<file path="config.mk">
export PLATFORM = sky130hd
export DESIGN_NAME = fadd_share_ctrl
export DESIGN_NICKNAME = d
export VERILOG_FILES = /design/src/rtl/fadd_share_ctrl.sv
export SDC_FILE = /design/constraint.sdc
export NUM_CORES = 1
export LEC_CHECK = 0
export BUFFER_PORTS_ARGS = -buffer_cell sky130_fd_sc_hd__buf_2
export CAP_MARGIN = 0
export CELL_PAD_IN_SITES_DETAIL_PLACEMENT = 0
export CELL_PAD_IN_SITES_GLOBAL_PLACEMENT = 1
export CORE_ASPECT_RATIO = 1.75
export CORE_MARGIN = 2
export CORE_UTILIZATION = 40
export CTS_CLUSTER_SIZE = 25
export DETAILED_ROUTE_END_ITERATION = 8
export PLACE_DENSITY = 0.91
export SYNTH_ARGS = -nofsm -noshare
export SYNTH_HDL_FRONTEND = slang
export SYNTH_SLANG_ARGS = --single-unit
</file>
<file path="constraint.sdc">
create_clock -name clk -period 5.9 [get_ports clk]
set_input_delay 0 -clock clk [delete_from_list [all_inputs] [get_ports clk]]
set_output_delay 0 -clock clk [all_outputs]
set_load 0.03 [all_outputs]
</file>
<file path="src/rtl/fadd_share_ctrl.sv">
// Round-robin scheduler sharing one pipelined FP16 adder among NREQ requesters, with ID tags
// and a credit-protected response FIFO. Define FADD_SHARE_STATS_EN to add issue/stall counters.
module fadd_share_ctrl #(
  parameter int NREQ       = 4,
  parameter int ADD_LAT    = 2,
  parameter int FIFO_DEPTH = 4,
  localparam int IDW       = (NREQ > 1) ? $clog2(NREQ) : 1
) (
  input  logic                 clk,
  input  logic                 rst_n,
  input  logic [NREQ-1:0]      req_valid,
  input  logic [16*NREQ-1:0]   req_a,
  input  logic [16*NREQ-1:0]   req_b,
  output logic [NREQ-1:0]      req_ready,
  output logic                 fadd_vld,
  output logic [15:0]          fadd_a,
  output logic [15:0]          fadd_b,
  input  logic [15:0]          fadd_sum,
  output logic                 rsp_valid,
  output logic [IDW-1:0]       rsp_id,
  output logic [15:0]          rsp_sum,
  input  logic                 rsp_ready
`ifdef FADD_SHARE_STATS_EN
  ,
  output logic [15:0]          stat_issue_cnt,
  output logic [15:0]          stat_stall_cnt
`endif
);

  localparam int AW = (FIFO_DEPTH > 1) ? $clog2(FIFO_DEPTH) : 1;
  localparam int CW = $clog2(FIFO_DEPTH + ADD_LAT + 2) + 1;

  logic [IDW-1:0]  ptr_reg;
  logic [IDW-1:0]  ptr_next;
  logic [IDW-1:0]  grant_id;
  logic            grant_any;
  logic            can_issue;
  logic [CW-1:0]   in_flight;
  logic [IDW-1:0]  issue_id_reg;

  logic [ADD_LAT-1:0] tag_vld_reg;
  logic [IDW-1:0]     tag_id_reg [ADD_LAT];

  logic [IDW-1:0]  fifo_id_mem  [FIFO_DEPTH];
  logic [15:0]     fifo_sum_mem [FIFO_DEPTH];
  logic [AW-1:0]   wr_ptr_reg;
  logic [AW-1:0]   rd_ptr_reg;
  logic [CW-1:0]   count_reg;
  logic            push;
  logic            pop;

  function automatic logic [IDW-1:0] rr_idx(input logic [IDW-1:0] base, input int offs);
    int sum;
    sum = int'(base) + offs;
    if (sum >= NREQ) sum = sum - NREQ;
    return IDW'(sum);
  endfunction

  function automatic logic [AW-1:0] ptr_inc(input logic [AW-1:0] p);
    return (p == AW'(FIFO_DEPTH - 1)) ? '0 : p + 1'b1;
  endfunction

  // Every op that has been granted but not yet popped holds a credit.
  always_comb begin
    in_flight = CW'(fadd_vld);
    for (int i = 0; i < ADD_LAT; i++) begin
      in_flight = in_flight + CW'(tag_vld_reg[i]);
    end
  end

  assign can_issue = (count_reg + in_flight) < CW'(FIFO_DEPTH);

  always_comb begin
    grant_any = 1'b0;
    grant_id  = '0;
    if (rst_n && can_issue) begin
      for (int i = 0; i < NREQ; i++) begin
        if (!grant_any && req_valid[rr_idx(ptr_reg, i)]) begin
          grant_any = 1'b1;
          grant_id  = rr_idx(ptr_reg, i);
        end
      end
    end
  end

  for (genvar gi = 0; gi < NREQ; gi++) begin : g_grant
    assign req_ready[gi] = grant_any && (grant_id == IDW'(gi));
  end

  assign ptr_next = (grant_id == IDW'(NREQ - 1)) ? '0 : grant_id + 1'b1;

  always_ff @(posedge clk) begin
    if (!rst_n) begin
      fadd_vld     <= 1'b0;
      fadd_a       <= '0;
      fadd_b       <= '0;
      issue_id_reg <= '0;
      ptr_reg      <= '0;
    end else begin
      fadd_vld <= grant_any;
      if (grant_any) begin
        fadd_a       <= req_a[16*int'(grant_id) +: 16];
        fadd_b       <= req_b[16*int'(grant_id) +: 16];
        issue_id_reg <= grant_id;
        ptr_reg      <= ptr_next;
      end
    end
  end

  // Tag pipe mirrors the adder latency so the ID lines up with fadd_sum.
  always_ff @(posedge clk) begin
    if (!rst_n) begin
      tag_vld_reg <= '0;
      for (int i = 0; i < ADD_LAT; i++) begin
        tag_id_reg[i] <= '0;
      end
    end else begin
      tag_vld_reg[0] <= fadd_vld;
      tag_id_reg[0]  <= issue_id_reg;
      for (int i = 1; i < ADD_LAT; i++) begin
        tag_vld_reg[i] <= tag_vld_reg[i-1];
        tag_id_reg[i]  <= tag_id_reg[i-1];
      end
    end
  end

  assign push      = tag_vld_reg[ADD_LAT-1];
  assign rsp_valid = (count_reg != '0);
  assign pop       = rsp_valid && rsp_ready;
  assign rsp_id    = fifo_id_mem[rd_ptr_reg];
  assign rsp_sum   = fifo_sum_mem[rd_ptr_reg];

  always_ff @(posedge clk) begin
    if (push) begin
      fifo_id_mem[wr_ptr_reg]  <= tag_id_reg[ADD_LAT-1];
      fifo_sum_mem[wr_ptr_reg] <= fadd_sum;
    end
  end

  always_ff @(posedge clk) begin
    if (!rst_n) begin
      wr_ptr_reg <= '0;
      rd_ptr_reg <= '0;
      count_reg  <= '0;
    end else begin
      if (push) wr_ptr_reg <= ptr_inc(wr_ptr_reg);
      if (pop)  rd_ptr_reg <= ptr_inc(rd_ptr_reg);
      case ({push, pop})
        2'b10:   count_reg <= count_reg + 1'b1;
        2'b01:   count_reg <= count_reg - 1'b1;
        default: count_reg <= count_reg;
      endcase
    end
  end

`ifdef FADD_SHARE_STATS_EN
  logic [15:0] issue_cnt_reg;
  logic [15:0] stall_cnt_reg;

  always_ff @(posedge clk) begin
    if (!rst_n) begin
      issue_cnt_reg <= '0;
      stall_cnt_reg <= '0;
    end else begin
      if (grant_any && (issue_cnt_reg != 16'hFFFF)) issue_cnt_reg <= issue_cnt_reg + 1'b1;
      if ((|req_valid) && !can_issue && (stall_cnt_reg != 16'hFFFF))
        stall_cnt_reg <= stall_cnt_reg + 1'b1;
    end
  end

  assign stat_issue_cnt = issue_cnt_reg;
  assign stat_stall_cnt = stall_cnt_reg;
`endif

endmodule

</file>
==> flow_summary_export.csv <==
group,metric,value,unit
timing,setup_viol,0,
timing,grt_setup_unrepaired,"false",
clock_network,cts_buffers,17,
clock_network,cts_tree,"yes",
run_status,status,"finished clean",
pwr,leakage,0.003822,uW
critical_path,crit_slowest_cell,"buf_4",
worst_hold_path,hold_class,"in2reg",
floorplanning,die_area,0.01493,mm2
synthesis,ys_warn_count,0,
clock_network,clock_path_buffers,2,
clock_network,post_cts_buffers,0,
critical_path,path_class,"reg2reg",
critical_path,cp_cell_sequence,"fa_1 > ha_1 > a31oi_2 > mux2i_2 > nor2_4 > o211ai_4 > buf_4 > mux2i_1 > dlygate4sd3_1 > o221ai_1 > dlygate4sd3_1",
timing,min_period,4.707,ns
clock_network,clk-insertion-delay-late,0.41,ns
floorplanning,chipHeight,160.2,um
cells_and_area,largest_reg_flops,64,
synthesis,synthFlopType,"edfxtp_1",
pwr,p_per_area,392.9,mW/mm2
route,vias,4651,
synthesis,synth_nets,563,
cells_and_area,fin_util,61.27,%
clock_network,path_clk_slew,0.06,ns
timing,skew,0.01753,ns
synthesis,synth-seq-cells,125,
synthesis,ys_seq_area_share,57.82,%
synthesis,avgSynthCellArea,14.04,um2
place,hpwl,10200,um
clock_network,clock_tree.root_cell,"clkbuf_16",
route,drt-total-wl,15860,um
pwr,irDropWorstVdd,216.6,uV
cells_and_area,syn_to_final_growth,51.29,%
floorplanning,coreArea,0.01376,mm2
critical_path,path_common_cell,"dlygate4sd3_1",
synthesis,syn_area,0.005574,mm2
cells_and_area,nets,882,
global_routing,grt_pass1_vias,5047,
floorplanning,initial_core_util,40.50,%
clock_network,cts.sinks,125,
clock_network,htreeDepth,4,
critical_path,crit_path_max_fanout,44,
timing,tns,0,ns
place,port_buffers,206,
floorplanning,ios,207,
synthesis,synth_async_sr_flop_share,0,%
synthesis,syn_inst,397,
global_routing,grtUsageTotal,21.60,%
cells_and_area,num_antenna_cells,0,
route,drtIter0Drc,227,
floorplanning,row_count,57,
cells_and_area,drive_gt1_share,36.63,%
flow_run,max_cap_violations,0,
timing,drv_slew,0,
cells_and_area,reg_top3,"fifo_sum_mem (64), fadd_a (16), fadd_b (16)",
synthesis,synth_edf_count,72,
critical_path,start_kind,"flip-flop",
cells_and_area,regMostFlops,"fifo_sum_mem",
global_routing,antenna_found_initial,0,
global_routing,grt_pass1_wl,24840,um
timing,max_slew_margin,18.17,%
route,post_drt_wl_per_cell,17.50,um
route,drc,0,
route,vias_per_cell,5.134,
critical_path,critPathRequiredTime,6.20,ns
floorplanning,die_w,93.24,um
timing,max_slew.worst_pin.slew,1.225,ns
timing,fmax,0.2125,GHz
timing,post-route-period-util,79.77,%
critical_path,endpoint_kind,"flip-flop",
synthesis,synth_cell_types,44,
place,place.gp.congestion,0.7930,
critical_path,rrSetupSlack,1.19,ns
critical_path,slowest_delay,0.71,ns
global_routing,overflow,0,
critical_path,arrival,5.01,ns
cells_and_area,fill_cells,1013,
global_routing,grt_max_degree,45,
route,first_pass_iters,4,
route,ant_nets,0,
timing,hold_violations,0,
[critical path: cells and delay by family, from the launching register on]
family                   cells  cell delay [ns]
buffers and inverters        3             1.95
AO/OA/AOI/OAI                3             0.79
adder cells (fa/ha/maj)      2             0.71
multiplexers                 2             0.67
flip-flops                   1             0.33
AND/OR/NAND/NOR              1             0.13
[per-stage QoR]
step / total power, uW / hold slack, ns / instance area (um2) / cells / worst slack (ns)
after floorplan: 1826 / 0.09887 / 5574 / 397 / 2.867
after global placement: 2049 / 0.2123 / 6693 / 760 / 2.493
after detailed placement: 2073 / 0.2172 / 6693 / 760 / 2.321
after CTS: 3314 / 0.08182 / 8433 / 906 / 1.286
after global routing: 3463 / 0.1509 / 8433 / 906 / 1.003
final: 3313 / 0.09762 / 8433 / 906 / 1.193
[placed cells by master (no fill, tap or decap), drive strengths merged, types with 18 or more instances in the layout]
| cell type | netlist | final |
|---|---|---|
| and2 | 18 | 18 |
| buf | 10 | 210 |
| clkbuf | 14 | 18 |
| dfxtp | 53 | 53 |
| dlygate4sd3 | 0 | 114 |
| edfxtp | 72 | 72 |
| mux2i | 67 | 67 |
| mux4 | 18 | 18 |
| nand2 | 39 | 39 |
| o221ai | 32 | 32 |
[final timing paths]
path | start | end | cells after the start
setup reg to reg | fadd_vld | fadd_b[4] | 11
hold reg to reg | tag_id_reg[0][1] | tag_id_reg[0][3] | 1
hold / removal | req_valid[2] | issue_id_reg[1] | 4
setup / recovery | fadd_vld | fadd_b[4] | 11
[cells in the mapped netlist, types with 2 or more instances]
| cell | number | share of area, % |
|---|---|---|
| nor2_1 | 4 | 0.27 |
| xnor2_1 | 2 | 0.31 |
| o22ai_1 | 2 | 0.22 |
| dfxtp_1 | 53 | 19 |
| clkbuf_4 | 2 | 0.27 |
| nor2b_1 | 6 | 0.67 |
| a21oi_1 | 3 | 0.27 |
| ha_1 | 13 | 2.9 |
| mux4_2 | 18 | 7.3 |
| nor3_1 | 4 | 0.36 |
| o221ai_1 | 32 | 5.0 |
| buf_12 | 3 | 1.1 |
| buf_2 | 3 | 0.27 |
| fa_1 | 2 | 0.72 |
| nand2_1 | 39 | 2.6 |
| a21boi_0 | 2 | 0.27 |
| buf_1 | 2 | 0.13 |
| nand3_1 | 2 | 0.18 |
| clkbuf_1 | 11 | 0.74 |
| inv_1 | 11 | 0.74 |
| mux2i_1 | 66 | 12 |
| edfxtp_1 | 72 | 39 |
| and2_1 | 18 | 2.0 |
| o21ai_0 | 7 | 0.63 |
[area by class of cell]
cell class / instances / area, um2 / share of cell area (%)
Multi-Input combinational cell: 236 / 2142 / 25.40
Tap cell: 177 / 221.5 / 2.626
Inverter: 12 / 45.04 / 0.5341
Sequential cell: 125 / 3223 / 38.22
Timing Repair Buffer: 324 / 2202 / 26.11
Clock buffer: 18 / 439.2 / 5.208
Clock inverter: 14 / 160.2 / 1.899
[repair_timing]
action,4_1_cts,5_1_grt
gates resized for setup,0,0
hold buffers,114,0
endpoints found under the hold margin,102,0
[logic make-up after synthesis]
family | count (synthesis) | share of synthesized area (%)
adder cells (fa/ha/maj) | 15 | 3.636
AND/OR/NAND/NOR | 78 | 6.802
multiplexers | 85 | 19.37
flip-flops | 125 | 57.82
AO/OA/AOI/OAI | 55 | 8.103
buffers and inverters | 36 | 3.793
XOR/XNOR | 3 | 0.4715
[metal layers]
layer,wire (um),up-vias,GRT usage (%)
li1,-,2162,-
met4,460,0,9.358
met1,5889,2225,24.54
met5,0,-,0
met3,1311,27,5.755
met2,8194,237,37.51
[report_power, final]
part | internal (uW) | switching [uW]
Sequential | 1040 | 75.0
Combinational | 517 | 630
Clock | 642 | 409
(Power assumes the default switching activity.)
